===== config.mk =====
export PLATFORM = sky130hd
export DESIGN_NAME = pc_unit_flat
export DESIGN_NICKNAME = d
export VERILOG_FILES = /design/src/rtl/pc_if.sv /design/src/rtl/pc_unit.sv /design/src/flat_wrapper.sv
export SDC_FILE = /design/constraint.sdc
export NUM_CORES = 1
export LEC_CHECK = 0
export CAP_MARGIN = 15
export CORE_MARGIN = 5
export CORE_UTILIZATION = 50
export CTS_CLUSTER_DIAMETER = 100
export DETAILED_ROUTE_END_ITERATION = 8
export GPL_TIMING_DRIVEN = 0
export PLACE_DENSITY = 0.85
export SETUP_SLACK_MARGIN = 0.4
export SKIP_CTS_REPAIR_TIMING = 1
export SLEW_MARGIN = 20
export SYNTH_ARGS = -nofsm -noshare
export SYNTH_HDL_FRONTEND = slang
export SYNTH_SLANG_ARGS = --single-unit

===== constraint.sdc =====
create_clock -name clk -period 6.6 [get_ports clk]
set_clock_uncertainty 0.15 [all_clocks]
set_input_delay 1.32 -clock clk [delete_from_list [all_inputs] [get_ports clk]]
set_output_delay 1.32 -clock clk [all_outputs]
set_load 0.005 [all_outputs]

===== src/rtl/pc_if.sv =====
// pc_if: request and response bundle between fetch control and pc_unit
interface pc_if #(parameter int ADDR_W = 32);
  logic stall, br_taken, jmp, jmp_link, jr, jr_ret, exc_req;
  logic [15:0] br_off;
  logic [25:0] jmp_tgt;
  logic [ADDR_W-1:0] jr_tgt;
  logic [ADDR_W-1:0] pc, pc_plus4, epc, badaddr, ras_top;
  logic exc_taken, ras_empty, ras_uflow;
  modport master (
    output stall, br_taken, br_off, jmp, jmp_link, jmp_tgt, jr, jr_ret, jr_tgt, exc_req,
    input  pc, pc_plus4, epc, badaddr, exc_taken, ras_top, ras_empty, ras_uflow
  );
  modport slave (
    input  stall, br_taken, br_off, jmp, jmp_link, jmp_tgt, jr, jr_ret, jr_tgt, exc_req,
    output pc, pc_plus4, epc, badaddr, exc_taken, ras_top, ras_empty, ras_uflow
  );
endinterface


===== src/rtl/pc_unit.sv =====
// pc_unit: program counter with next-PC priority select, exception redirect and return-address stack
module pc_unit #(
  parameter int          ADDR_W       = 32,
  parameter logic [31:0] RESET_VECTOR = 32'h0000_0000,
  parameter logic [31:0] EXC_VECTOR   = 32'h0000_0180,
  parameter int          RAS_DEPTH    = 4
) (
  input logic clk,
  input logic rst,
  pc_if.slave bus
);
  localparam int PW = $clog2(RAS_DEPTH);
  localparam int CW = $clog2(RAS_DEPTH + 1);
  logic [ADDR_W-1:0] pc_q, pc_d, epc_q, bad_q, pc_plus4, br_tgt, jmp_tgt;
  logic [ADDR_W-1:0] ras_q [RAS_DEPTH];
  logic [PW-1:0] top_q, top_d;
  logic [CW-1:0] cnt_q, cnt_d;
  logic exc_q, uflow_q, live, jr_bad, exc, pop_req, pop, push, uflow;
  assign pc_plus4 = pc_q + ADDR_W'(4);
  assign br_tgt   = pc_plus4 + {{(ADDR_W-18){bus.br_off[15]}}, bus.br_off, 2'b00};
  assign jmp_tgt  = {pc_plus4[ADDR_W-1:28], bus.jmp_tgt, 2'b00};
  // live: a decode/execute request may act this cycle (no exception, no stall)
  assign live    = !bus.exc_req && !bus.stall;
  assign jr_bad  = live && bus.jr && |bus.jr_tgt[1:0];
  assign exc     = bus.exc_req || jr_bad;
  assign pop_req = live && bus.jr && !jr_bad && bus.jr_ret;
  assign pop     = pop_req && cnt_q != '0;
  assign uflow   = pop_req && cnt_q == '0;
  assign push    = live && !bus.jr && bus.jmp && bus.jmp_link;
  always_comb begin
    pc_d  = exc ? ADDR_W'(EXC_VECTOR) : bus.stall ? pc_q : bus.jr ? bus.jr_tgt :
            bus.jmp ? jmp_tgt : bus.br_taken ? br_tgt : pc_plus4;
    top_d = push ? top_q + PW'(1) : pop ? top_q - PW'(1) : top_q;
    cnt_d = push ? (cnt_q == CW'(RAS_DEPTH) ? cnt_q : cnt_q + CW'(1)) : pop ? cnt_q - CW'(1) : cnt_q;
  end
  always_ff @(posedge clk) begin
    if (rst) begin
      pc_q    <= ADDR_W'(RESET_VECTOR);
      epc_q   <= '0;
      bad_q   <= '0;
      exc_q   <= 1'b0;
      uflow_q <= 1'b0;
      top_q   <= '0;
      cnt_q   <= '0;
    end else begin
      pc_q    <= pc_d;
      exc_q   <= exc;
      uflow_q <= uflow;
      top_q   <= top_d;
      cnt_q   <= cnt_d;
      if (exc) epc_q <= pc_q;
      if (jr_bad) bad_q <= bus.jr_tgt;
      if (push) ras_q[top_d] <= pc_plus4;
    end
  end
  assign bus.pc        = pc_q;
  assign bus.pc_plus4  = pc_plus4;
  assign bus.epc       = epc_q;
  assign bus.badaddr   = bad_q;
  assign bus.exc_taken = exc_q;
  assign bus.ras_empty = cnt_q == '0;
  assign bus.ras_top   = cnt_q == '0 ? '0 : ras_q[top_q];
  assign bus.ras_uflow = uflow_q;
endmodule


===== src/flat_wrapper.sv =====
// flat-port wrapper written by rule: the top's interface ports become plain ports
module pc_unit_flat 
#(
  parameter int          ADDR_W       = 32,
  parameter logic [31:0] RESET_VECTOR = 32'h0000_0000,
  parameter logic [31:0] EXC_VECTOR   = 32'h0000_0180,
  parameter int          RAS_DEPTH    = 4
)
  (clk, rst, bus_stall, bus_br_taken, bus_br_off, bus_jmp, bus_jmp_link, bus_jmp_tgt, bus_jr, bus_jr_ret, bus_jr_tgt, bus_exc_req, bus_pc, bus_pc_plus4, bus_epc, bus_badaddr, bus_exc_taken, bus_ras_top, bus_ras_empty, bus_ras_uflow);
  pc_if #(.ADDR_W(ADDR_W)) bus_i ();
  input logic clk;
  input logic rst;
  input wire logic [$bits(bus_i.stall)-1:0] bus_stall;
  input wire logic [$bits(bus_i.br_taken)-1:0] bus_br_taken;
  input wire logic [$bits(bus_i.br_off)-1:0] bus_br_off;
  input wire logic [$bits(bus_i.jmp)-1:0] bus_jmp;
  input wire logic [$bits(bus_i.jmp_link)-1:0] bus_jmp_link;
  input wire logic [$bits(bus_i.jmp_tgt)-1:0] bus_jmp_tgt;
  input wire logic [$bits(bus_i.jr)-1:0] bus_jr;
  input wire logic [$bits(bus_i.jr_ret)-1:0] bus_jr_ret;
  input wire logic [$bits(bus_i.jr_tgt)-1:0] bus_jr_tgt;
  input wire logic [$bits(bus_i.exc_req)-1:0] bus_exc_req;
  output wire logic [$bits(bus_i.pc)-1:0] bus_pc;
  output wire logic [$bits(bus_i.pc_plus4)-1:0] bus_pc_plus4;
  output wire logic [$bits(bus_i.epc)-1:0] bus_epc;
  output wire logic [$bits(bus_i.badaddr)-1:0] bus_badaddr;
  output wire logic [$bits(bus_i.exc_taken)-1:0] bus_exc_taken;
  output wire logic [$bits(bus_i.ras_top)-1:0] bus_ras_top;
  output wire logic [$bits(bus_i.ras_empty)-1:0] bus_ras_empty;
  output wire logic [$bits(bus_i.ras_uflow)-1:0] bus_ras_uflow;
  assign bus_i.stall = bus_stall;
  assign bus_i.br_taken = bus_br_taken;
  assign bus_i.br_off = bus_br_off;
  assign bus_i.jmp = bus_jmp;
  assign bus_i.jmp_link = bus_jmp_link;
  assign bus_i.jmp_tgt = bus_jmp_tgt;
  assign bus_i.jr = bus_jr;
  assign bus_i.jr_ret = bus_jr_ret;
  assign bus_i.jr_tgt = bus_jr_tgt;
  assign bus_i.exc_req = bus_exc_req;
  assign bus_pc = bus_i.pc;
  assign bus_pc_plus4 = bus_i.pc_plus4;
  assign bus_epc = bus_i.epc;
  assign bus_badaddr = bus_i.badaddr;
  assign bus_exc_taken = bus_i.exc_taken;
  assign bus_ras_top = bus_i.ras_top;
  assign bus_ras_empty = bus_i.ras_empty;
  assign bus_ras_uflow = bus_i.ras_uflow;
  pc_unit #(.ADDR_W(ADDR_W), .RESET_VECTOR(RESET_VECTOR), .EXC_VECTOR(EXC_VECTOR), .RAS_DEPTH(RAS_DEPTH)) u_core (.clk(clk), .rst(rst), .bus(bus_i));
endmodule

Word level (Yosys, flattened, before mapping)
Memories as Yosys holds them, arrays and structs flattened. A register that Yosys moved wholly into a read port is not among the register bits.
Index checks and enable logic that the tools add are counted.
Word-level totals
  bits in registers: 103
  logic and storage cells: 54
  memories kept: 1
  output and inout bits: 163
  memory bits (writable): 128
Cells by class
  equality and inequality tests: 3
  muxes and demuxes: 15
  reductions and logical operators: 21
  add/subtract/negate cells: 6
Memory list
  u_core.ras_q: words 4, width 32, read ports 1, clocked after Yosys merged registers in 1, write ports 1, RTL line pc_unit.sv:15  | logic [ADDR_W-1:0] ras_q [RAS_DEPTH];
Operators with widths (number)
  32-bit two-way mux: 4
  32-bit by 3-bit adder with 32-bit output, second input constant: 1
  32-bit adder: 1
  9-bit two-way mux: 2
  1-bit logical AND: 10
  3-bit two-way mux: 3
  2-bit two-way mux: 3
  1-bit logical NOT: 4
  2-bit OR reduction: 2
  3-bit by 1-bit adder with 3-bit output, second input constant: 1
  3-bit == test, second input constant: 1
  3-bit logical NOT: 1
  1-bit two-way mux: 3
  3-bit nonzero test: 1
  3-bit by 1-bit subtractor with 3-bit output, second input constant: 1
  2-bit by 1-bit adder with 2-bit output, second input constant: 1
  2-bit by 1-bit inequality test with 1-bit output, second input constant: 1
  2-bit inequality test, second input constant: 1
  2-bit AND reduction: 1
  2-bit nonzero test: 1
  2-bit by 1-bit subtractor with 2-bit output, second input constant: 1
  1-bit logical OR: 1

Logic depth before layout (Yosys ltp)
Gate-level depths: netlist of run 1.
  depth after elaboration: 11
  mapped depth: 16

Worst setup path before layout of run 1
No wires, ideal clock.
  path type: input-to-reg
  start point: input bus_stall
  end point: memory u_core.ras_q[3][0], enable pin
  slack: 357 ps
  data arrival time: 5579 ps
  cell stages on the path: 4
  data required time: 5937 ps
  library setup time: 513 ps
  cell sequence: or2_2 -> nor3_1 -> inv_1 -> nor4b_1
Between the ends
  word-level cells in the longest chain between the ends: 10
  elaborated cells between the ends (all ways): 16
  classes of those cells: mux (5); reduce/logical (11)
Ends and longest elaborated chain
  start, declared: RTL line flat_wrapper.sv:13  | input wire logic [$bits(bus_i.stall)-1:0] bus_stall;
  1-bit logical NOT (*): RTL line pc_unit.sv:23  | assign live = !bus.exc_req && !bus.stall;
  1-bit logical AND (*): RTL line pc_unit.sv:23
  1-bit logical AND: RTL line pc_unit.sv:24, pc_unit.sv:26
  1-bit logical AND: RTL line pc_unit.sv:24  | assign jr_bad = live && bus.jr && |bus.jr_tgt[1:0];
  1-bit logical NOT: RTL line pc_unit.sv:26  | assign pop_req = live && bus.jr && !jr_bad && bus.jr_ret;
  1-bit logical AND (2 in series): RTL line pc_unit.sv:26
  1-bit logical AND: RTL line pc_unit.sv:27  | assign pop = pop_req && cnt_q != '0;
  2-bit two-way mux (2 in series): RTL line pc_unit.sv:33  | top_d = push ? top_q + PW'(1) : pop ? top_q - PW'(1) : top_q;
  end, declared: RTL line pc_unit.sv:15
Mark *: on every way between the ends. The rest lies on a longest branch, timed or not.

Worst setup path in the final report of run 1
  start point: register u_core.pc_q[2], in the netlist u_core.bus.pc[2]
  end point: output bus_pc_plus4[24]
Between the ends
  word-level cells in the longest chain between the ends: 1
Ends and longest elaborated chain
  start, declared: RTL line pc_unit.sv:14  | logic [ADDR_W-1:0] pc_q, pc_d, epc_q, bad_q, pc_plus4, br_tgt, jmp_tgt;
  start signal, assigned: RTL line pc_unit.sv:38  | pc_q <= ADDR_W'(RESET_VECTOR);
  start signal, assigned: RTL line pc_unit.sv:46  | pc_q <= pc_d;
  32-bit by 3-bit adder with 32-bit output: RTL line pc_unit.sv:19  | assign pc_plus4 = pc_q + ADDR_W'(4);
  end, declared: RTL line flat_wrapper.sv:24  | output wire logic [$bits(bus_i.pc_plus4)-1:0] bus_pc_plus4;
Every way passes these cells.

==> flow_results.org, run 1 <==
** Pwr
- Combinational fraction of design power :: 12.9%
- The internal power of the cells totals 2.46 mW.
- Across the VDD grid, the largest voltage drop is 188 µV.
- Total leakage power :: 5.49 nW
- Portion of total power attributed to sequential cells :: 47.6%
- The clock network is responsible for 39.6% of the overall power.
- Power, Total :: 3.27 mW
- Switching part of the total :: 24.9%
- In this run the power density over the cells is 216 nW/µm².
- In this run the power spent charging and discharging nets is 0.815 mW.

** Timing
- The number of failing hold endpoints at the final stage was 0.
- Slew of the pin with the lowest slew margin :: 0.960 ns
- Tcrit/Tclk final :: 78.9%
- Relative slew slack :: 35.5%
- Static timing analysis puts the maximum clock frequency at 192 MHz.
- Final-layout worst hold slack :: 0.305 ns
- The number of max-slew violations in the final report is 0.
- In the final timing run, aggregate negative setup slack is 0 ns.
- Final setup fails :: 0
- Setup repair after global routing left no endpoint under its margin.
- The clock period could shrink to 5.21 ns.

** Setup path
- In this run the worst path has a maximum fanout of 7.
- Data on the critical path is required at its endpoint by 5.13 ns.
- Setup crit start kind :: register
- Tracing the worst setup path back leads to its startpoint at u_core.bus.pc[2].
- Beginning of the worst register-to-register path :: u_core.bus.pc[7]
- The worst setup path is captured at a primary output.
- The setup path with the least slack is of type reg -> out.
- Signal arrival time at the worst endpoint :: 3.74 ns

** Clocking
- Clock Root Buffer :: sky130_fd_sc_hd__clkbuf_16
- After clock tree synthesis, the clock-pin slew on the worst setup and hold paths is 0.06 ns.
- TritonCTS built the clock tree.
- Clock Path Buffers :: 3
- Clock latency on the worst-skew pair :: 0.52 ns
- Counting every sink on the clock net gives 231.
- H-tree levels :: 1
- Number of buffers created by CTS :: 24

** Synth
- Post-synthesis sequential area ratio :: 51.6%
- For this run, asynchronously set or reset flops after synthesis account for 0%.
- Number of enable-type register cells in the synthesized netlist :: 128
- In this run, synthesis produced a sequential element count of 231.
- After synthesis, the mean cell area works out to 10.9 µm².
- In the synthesized netlist the dominant register cell turns out to be sky130_fd_sc_hd__edfxtp_1.
- Synthesis produced 1052 cells.
- Synthesized area :: 11400 µm²
- During synthesis, Yosys emitted a total of 0 warnings.
- Synthesized Nets :: 1173
- Counting distinct cell types in the post-synthesis netlist gives 70.

** Placed design
- In this run the tool buffered the top-level ports with 242 buffer cells.
- The placed instances occupy a cell area of 14400 µm².
- RePlAce Congestion :: 0.930
- Final HPWL DP :: 28300 µm

** Floorplanning
- Die width :: 161 µm
- Initial Utilization :: 50.7%
- The floorplan has 55 rows.
- Placeable core region :: 22600 µm²
- Die Outline Area :: 26000 µm²
- Die Height :: 161 µm
- In this run the count of I/O pins placed on the die edge is 246.

** Global routing
- Largest net degree at the start of global routing :: 29
- Overall Global Routing Usage :: 27.5%
- The number of global-route vias before repair was 9941.
- The first global-routing pass estimated 56400 µm of wire.
- Number of antenna violations at the first check in global routing :: 0
- Sum of overflow across all layers after global routing :: 0

** Drt
- The highest layer touched by signal routing is met4.
- Remaining antenna violation count after routing :: 0
- TritonRoute pass-1 iters :: 6
- Via count of the routed design :: 9918
- Total Routed Length :: 36800 µm
- In the final routed layout, each cell accounts on average for 22.5 µm.
- Routed vias/inst :: 6.07
- Met1 wire length :: 14500 µm
- Summed over all nets, wire length on met2 after detailed routing comes to 17600 µm.
- Post-detailed-route DRC marker count :: 0
- Met3 routed WL :: 3420 µm
- For this block, the initial DRC count from the detailed router was 842.

** Layout
- In the final layout, the multi-input gates occupy 5240 µm².
- In the final layout, the share of cells above drive strength 1 is 7.78%.
- For this run, the post-layout net count is 1452.
- The sequential cells in the finished layout cover a total of 5910 µm².
- ANT cells :: 0
- Summing all non-filler instances in the final layout gives an area of 15100 µm².
- Compared with the post-synthesis result, the final layout area differs by 32.2%.
- The filler cells instantiated in the layout total 1692.

** Worst hold path
- Hold Crit Start :: u_core.bus.badaddr[17]
- Worst min-delay path category :: reg -> reg

** Flow run
- Max Cap Viol :: 0

** Run status
- Result of the run :: finished, final reports clean
-- per-stage QoR --
stage / cells / worst slack, ns / util [%]
after global placement: 1579 / -2.09 / 63.0
after detailed placement: 1590 / 1.67 / 63.7
after global routing: 1634 / 1.30 / 67.0
after floorplan: 1052 / 0.668 / -
after CTS: 1634 / 1.38 / 67.0
final: 1634 / 1.39 / 67.0
-- cell type report --
cell class / count / share of cell area, %
clock buffer: 32 / 4.31
buffer: 63 / 1.65
clock inverter: 12 / 0.637
inverter: 23 / 0.571
sequential: 231 / 39.1
tap: 285 / 2.36
timing repair buffer: 253 / 16.8
multi-input combinational: 735 / 34.6
-- state kept, by name, indices dropped and copies added, names as in the netlist --
signal                cells
u_core.cnt_q              3
u_core.bus.badaddr       32
u_core.bus.ras_uflow      1
u_core.top_q              2
u_core.bus.exc_taken      1
u_core.bus.pc            32
u_core.ras_q            128
u_core.bus.epc           32
-- Yosys cell counts (13+ instances only) --
cell / count / area [µm²]
sky130_fd_sc_hd__a211oi_1: 13 / 97.6
sky130_fd_sc_hd__a21o_1: 15 / 113
sky130_fd_sc_hd__a21oi_1: 95 / 475
sky130_fd_sc_hd__a22o_1: 32 / 280
sky130_fd_sc_hd__and3_1: 14 / 87.6
sky130_fd_sc_hd__clkbuf_1: 52 / 195
sky130_fd_sc_hd__dfxtp_1: 103 / 2060
sky130_fd_sc_hd__edfxtp_1: 128 / 3840
sky130_fd_sc_hd__ha_1: 36 / 450
sky130_fd_sc_hd__inv_1: 22 / 82.6
sky130_fd_sc_hd__mux4_2: 32 / 721
sky130_fd_sc_hd__nand2_1: 130 / 488
sky130_fd_sc_hd__nand3_1: 26 / 130
sky130_fd_sc_hd__nor2_1: 58 / 218
sky130_fd_sc_hd__nor2b_1: 35 / 219
sky130_fd_sc_hd__nor3_1: 14 / 70.1
sky130_fd_sc_hd__o211ai_1: 15 / 113
sky130_fd_sc_hd__o21ai_0: 32 / 160
sky130_fd_sc_hd__xnor2_1: 32 / 280
sky130_fd_sc_hd__xor2_1: 21 / 184
-- critical path: stages, from the launching register on --
cell	delay (ns)
sky130_fd_sc_hd__dfxtp_1	0.45
sky130_fd_sc_hd__ha_1	0.24
sky130_fd_sc_hd__and4_1	0.32
sky130_fd_sc_hd__nand4_1	0.24
sky130_fd_sc_hd__nor3_2	0.38
sky130_fd_sc_hd__and4_1	0.26
sky130_fd_sc_hd__xor2_1	0.68
sky130_fd_sc_hd__clkdlybuf4s50_1	0.65
-- kinds of logic (layout without fill, tap and decap cells) --
logic type | count (synthesis) | after routing | synth area share, %
multiplexers | 41 | 41 | 7.10
adder cells (fa/ha/maj) | 38 | 38 | 4.29
buffers and inverters | 86 | 383 | 2.93
flip-flops | 231 | 231 | 51.6
AND/OR/NAND/NOR | 329 | 329 | 14.1
AO/OA/AOI/OAI | 273 | 273 | 15.8
XOR/XNOR | 54 | 54 | 4.20
-- layer usage --
metal / track usage (%) / up-vias
li1: - / 4491
met1: 35.5 / 4749
met2: 46.9 / 586
met3: 5.36 / 92
met4: 8.88 / 0
met5: 0 / -
-- cells in the final DEF (no fill, tap or decap), types with 5 or more instances in the layout --
cell,netlist,final
sky130_fd_sc_hd__clkdlybuf4s50_1,0,242
sky130_fd_sc_hd__nand2_1,130,130
sky130_fd_sc_hd__edfxtp_1,128,128
sky130_fd_sc_hd__dfxtp_1,103,103
sky130_fd_sc_hd__a21oi_1,95,95
sky130_fd_sc_hd__clkbuf_1,52,59
sky130_fd_sc_hd__nor2_1,58,57
sky130_fd_sc_hd__ha_1,36,36
sky130_fd_sc_hd__nor2b_1,35,35
sky130_fd_sc_hd__o21ai_0,32,32
sky130_fd_sc_hd__xnor2_1,32,32
sky130_fd_sc_hd__a22o_1,32,32
sky130_fd_sc_hd__mux4_2,32,32
sky130_fd_sc_hd__nand3_1,26,26
sky130_fd_sc_hd__clkbuf_16,0,25
sky130_fd_sc_hd__inv_1,22,22
sky130_fd_sc_hd__xor2_1,21,21
sky130_fd_sc_hd__o211ai_1,15,15
sky130_fd_sc_hd__a21o_1,15,15
sky130_fd_sc_hd__a211oi_1,13,13
sky130_fd_sc_hd__nor3_1,14,13
sky130_fd_sc_hd__and3_1,14,13
sky130_fd_sc_hd__nand4_1,12,12
sky130_fd_sc_hd__a31oi_1,11,11
sky130_fd_sc_hd__o21bai_1,9,9
sky130_fd_sc_hd__mux2i_1,8,8
sky130_fd_sc_hd__a22oi_1,8,8
sky130_fd_sc_hd__buf_4,2,8
sky130_fd_sc_hd__and4_1,6,6
sky130_fd_sc_hd__o31ai_1,6,6
sky130_fd_sc_hd__buf_2,4,5
sky130_fd_sc_hd__and2_1,5,5
sky130_fd_sc_hd__buf_1,5,5
-- power groups by stage --
stage                     clock network, mW  registers, mW  logic (mW)
after floorplan                           0           1.58       0.215
after global placement                    0           1.58       0.405
after detailed placement                  0           1.59       0.412
after CTS                              1.30           1.55       0.416
after global routing                   1.37           1.56       0.456
final                                  1.29           1.56       0.422
-- final timing paths --
kind | endpoint | slack (ns) | cells after the start
setup / recovery | bus_pc_plus4[24] | 1.39 | 7
hold / removal | u_core.bus.badaddr[17] | 0.31 | 2
setup reg to reg | u_core.bus.pc[31] | 1.84 | 15
hold reg to reg | u_core.bus.badaddr[17] | 0.31 | 2
(Power assumes the default switching activity.)
==> run 2: changes to the inputs <==
clock period = 5.5 ns   (was 6.6 ns; I/O delays follow)
==> flow_results.org, run 2 (synthesis results as in run 1) <==
** Layout
- Area grow syn2layout :: 33.3%
- More flip-flops sit in one register than any other, and that register is u_core.ras_q.
- The number of antenna diodes in the final layout is 0.
- Largest register FFs :: 128
- In the layout the commonest cells are sky130_fd_sc_hd__clkdlybuf4s50_1 (242), sky130_fd_sc_hd__nand2_1 (130), sky130_fd_sc_hd__edfxtp_1 (128), sky130_fd_sc_hd__dfxtp_1 (103), sky130_fd_sc_hd__a21oi_1 (95).
- Proportion of layout cells with a drive suffix above 1 :: 8.31%
- Fraction of the core area covered by cells at the end of the flow :: 67.5%
- Commonest non-fill, non-tap cell in the layout :: sky130_fd_sc_hd__clkdlybuf4s50_1
- Total number of nets in the final design :: 1450

** Flow run
- The tool flagged a number of max-cap violations equal to 0.

** Setup path
- Setup crit start kind :: register
- STA classifies the critical path endpoint as a primary output.
- Signal arrival time at the worst endpoint :: 3.69 ns
- In this run the critical register-to-register path is captured at u_core.bus.pc[31].
- In this run the critical register-to-register path is launched from u_core.bus.pc[7].
- The critical path in this run is classified as reg -> out.
- The setup check on the worst reg-to-reg path leaves a slack of 0.81 ns.
- Data required time of the critical path :: 4.25 ns
- Worst-path fanout max :: 7
- Measured in cells, the most critical reg-to-reg path has a length of 15.

** Timing
- Setup violations remaining at the end of the flow were counted as 0.
- Setup repair after global routing left no endpoint under its margin.
- In the finished design, the share of the clock period the worst path needs comes to 89.9%.
- Final-report max-slew violation count :: 0
- Post-route minimum period :: 4.94 ns
- The tightest hold path in the finished design has a slack of 0.302 ns.
- The number of failing hold endpoints at the final stage was 0.
- The worst pin sits at a relative slew slack of 26.4%.
- For the pin with the worst max-slew slack, the measured transition is 1.10 ns.
- Max Freq :: 202 MHz

** Floorplanning
- Number of top-level design ports :: 246
- Die Outline Area :: 26000 µm²
- Die width :: 161 µm
- After floorplanning, the core was sized to cover 22600 µm².
- Initial Utilization :: 50.7%
- Die Height :: 161 µm
- Num rows :: 55

** Worst hold path
- In this run the most critical hold path is launched from u_core.bus.badaddr[0].
- Endpoint, Worst Hold :: u_core.bus.badaddr[0]
- The tightest min-delay check is of the reg -> reg type.
- Counting instances, the worst hold path has a depth of 2.

** Global routing
- Global routing finished with a remaining overflow of 0.
- Overall Global Routing Usage :: 27.8%
- Number of antenna violations at the first check in global routing :: 1
- Largest net degree at the start of global routing :: 25
- The first global-routing pass estimated 57300 µm of wire.
- The number of global-route vias before repair came to 10.0k.

** Run status
- Result of the run :: finished, final reports clean

** Clocking
- Clock Path Buffers :: 3
- Clock tree synthesis inserted a total of 24 buffers.
- Clock latency on the worst-skew pair :: 0.52 ns
- Clock Root Buffer :: sky130_fd_sc_hd__clkbuf_16
- H-tree levels :: 1
- Reg clk slew, reported paths :: 0.07 ns
- TritonCTS built the clock tree.
- The tree built by TritonCTS fans out to 231 sinks.

** Drt
- Remaining antenna violation count after routing :: 0
- In the routed layout, each cell is associated on average with a via count of 6.13.
- Total Routed Length :: 37300 µm
- Number of design-rule violations left by the first detailed-router iteration :: 950
- The pre-antenna-repair detailed-routing pass consisted of 5 iterations.
- Post-detailed-route DRC marker count :: 0
- Via count of the routed design :: 10.0k
- WL per Instance :: 22.9 µm

** Pwr
- In this run the static leakage power is 5.58 nW.
- In this run the power density over the cells is 266 nW/µm².
- The worst-case IR drop observed on VDD is 258 µV.

** Placed design
- RePlAce Congestion :: 0.932
- Port buffering added 242 buffers.
- Final HPWL DP :: 28100 µm
==> run 2: cell types whose count changed in the layout (fill, tap and decap cells not counted), moves of 2 or more <==
cell	delta
sky130_fd_sc_hd__buf_4	-4
sky130_fd_sc_hd__clkinv_2	+4
sky130_fd_sc_hd__clkinv_1	-2
sky130_fd_sc_hd__inv_1	+3
sky130_fd_sc_hd__buf_6	+2
sky130_fd_sc_hd__xor2_2	+2
sky130_fd_sc_hd__xnor2_2	+2
sky130_fd_sc_hd__clkinvlp_2	-2
sky130_fd_sc_hd__clkbuf_8	+3
sky130_fd_sc_hd__xnor2_1	-2
sky130_fd_sc_hd__xor2_1	-2
sky130_fd_sc_hd__clkbuf_1	-6
sky130_fd_sc_hd__clkinvlp_4	-3
==> run 2: area by class of cell <==
| class | instances | area [µm²] |
|---|---|---|
| multi-input combinational | 735 | 5270 |
| clock buffer | 30 | 696 |
| fill | 1684 | 7330 |
| sequential | 231 | 5910 |
| clock inverter | 14 | 134 |
| timing repair buffer | 251 | 2540 |
| inverter | 23 | 86.3 |
| buffer | 63 | 249 |
| tap | 285 | 357 |
==> run 2: how the worst max path moves through the flow <==
stage | startpoint | endpoint | slack (ns) | cells past startpoint
after CTS | u_core.bus.pc[2] | bus_pc_plus4[24] | 0.54 | 7
after detailed placement | bus_stall | u_core.ras_q[3][4] | 0.73 | 8
after global routing | u_core.bus.pc[2] | bus_pc_plus4[30] | 0.44 | 7
after floorplan | bus_stall | u_core.ras_q[3][0] | 1.07 | 4
final | u_core.bus.pc[2] | bus_pc_plus4[30] | 0.56 | 7
after global placement | bus_stall | u_core.ras_q[3][0] | -0.92 | 5
==> run 2: critical path, cell delays in order, from the launching register on <==
cell and delay (ns):
sky130_fd_sc_hd__dfxtp_1 0.45, sky130_fd_sc_hd__ha_1 0.25, sky130_fd_sc_hd__and4_1 0.32, sky130_fd_sc_hd__nand4_1 0.26, sky130_fd_sc_hd__nor3_2 0.40, sky130_fd_sc_hd__nand3_1 0.15, sky130_fd_sc_hd__xnor2_1 0.69, sky130_fd_sc_hd__clkdlybuf4s50_1 0.65
==> run 2: metrics by stage <==
step	total power [mW]	instances	setup WS [ns]	instance area, µm²	TNS [ns]
finish	4.05	1632	0.557	15200	0
global placement	2.39	1579	-0.917	14200	-68.49
CTS	4.05	1632	0.543	15200	0
floorplan	2.15	1052	1.07	11500	0
global route	4.19	1632	0.438	15200	0
detailed placement	2.40	1588	0.734	14400	0
==> run 2: power breakdown <==
group	switching, mW	leakage [nW]	internal, mW	total [mW]
Sequential	0.0301	2.09	1.84	1.87
Clock	0.681	0.422	0.994	1.68
Combinational	0.282	3.07	0.228	0.510
Total	0.993	5.58	3.06	4.05
==> run 2: per-layer routing <==
metal  track usage (%)  part of all wire [%]  up-vias
li1                  -                     -     4482
met1              35.6                    38     4801
met2              47.1                    48      621
met3              6.12                    11      103
met4              9.50                   3.3        2
met5                 0                 0.035        -
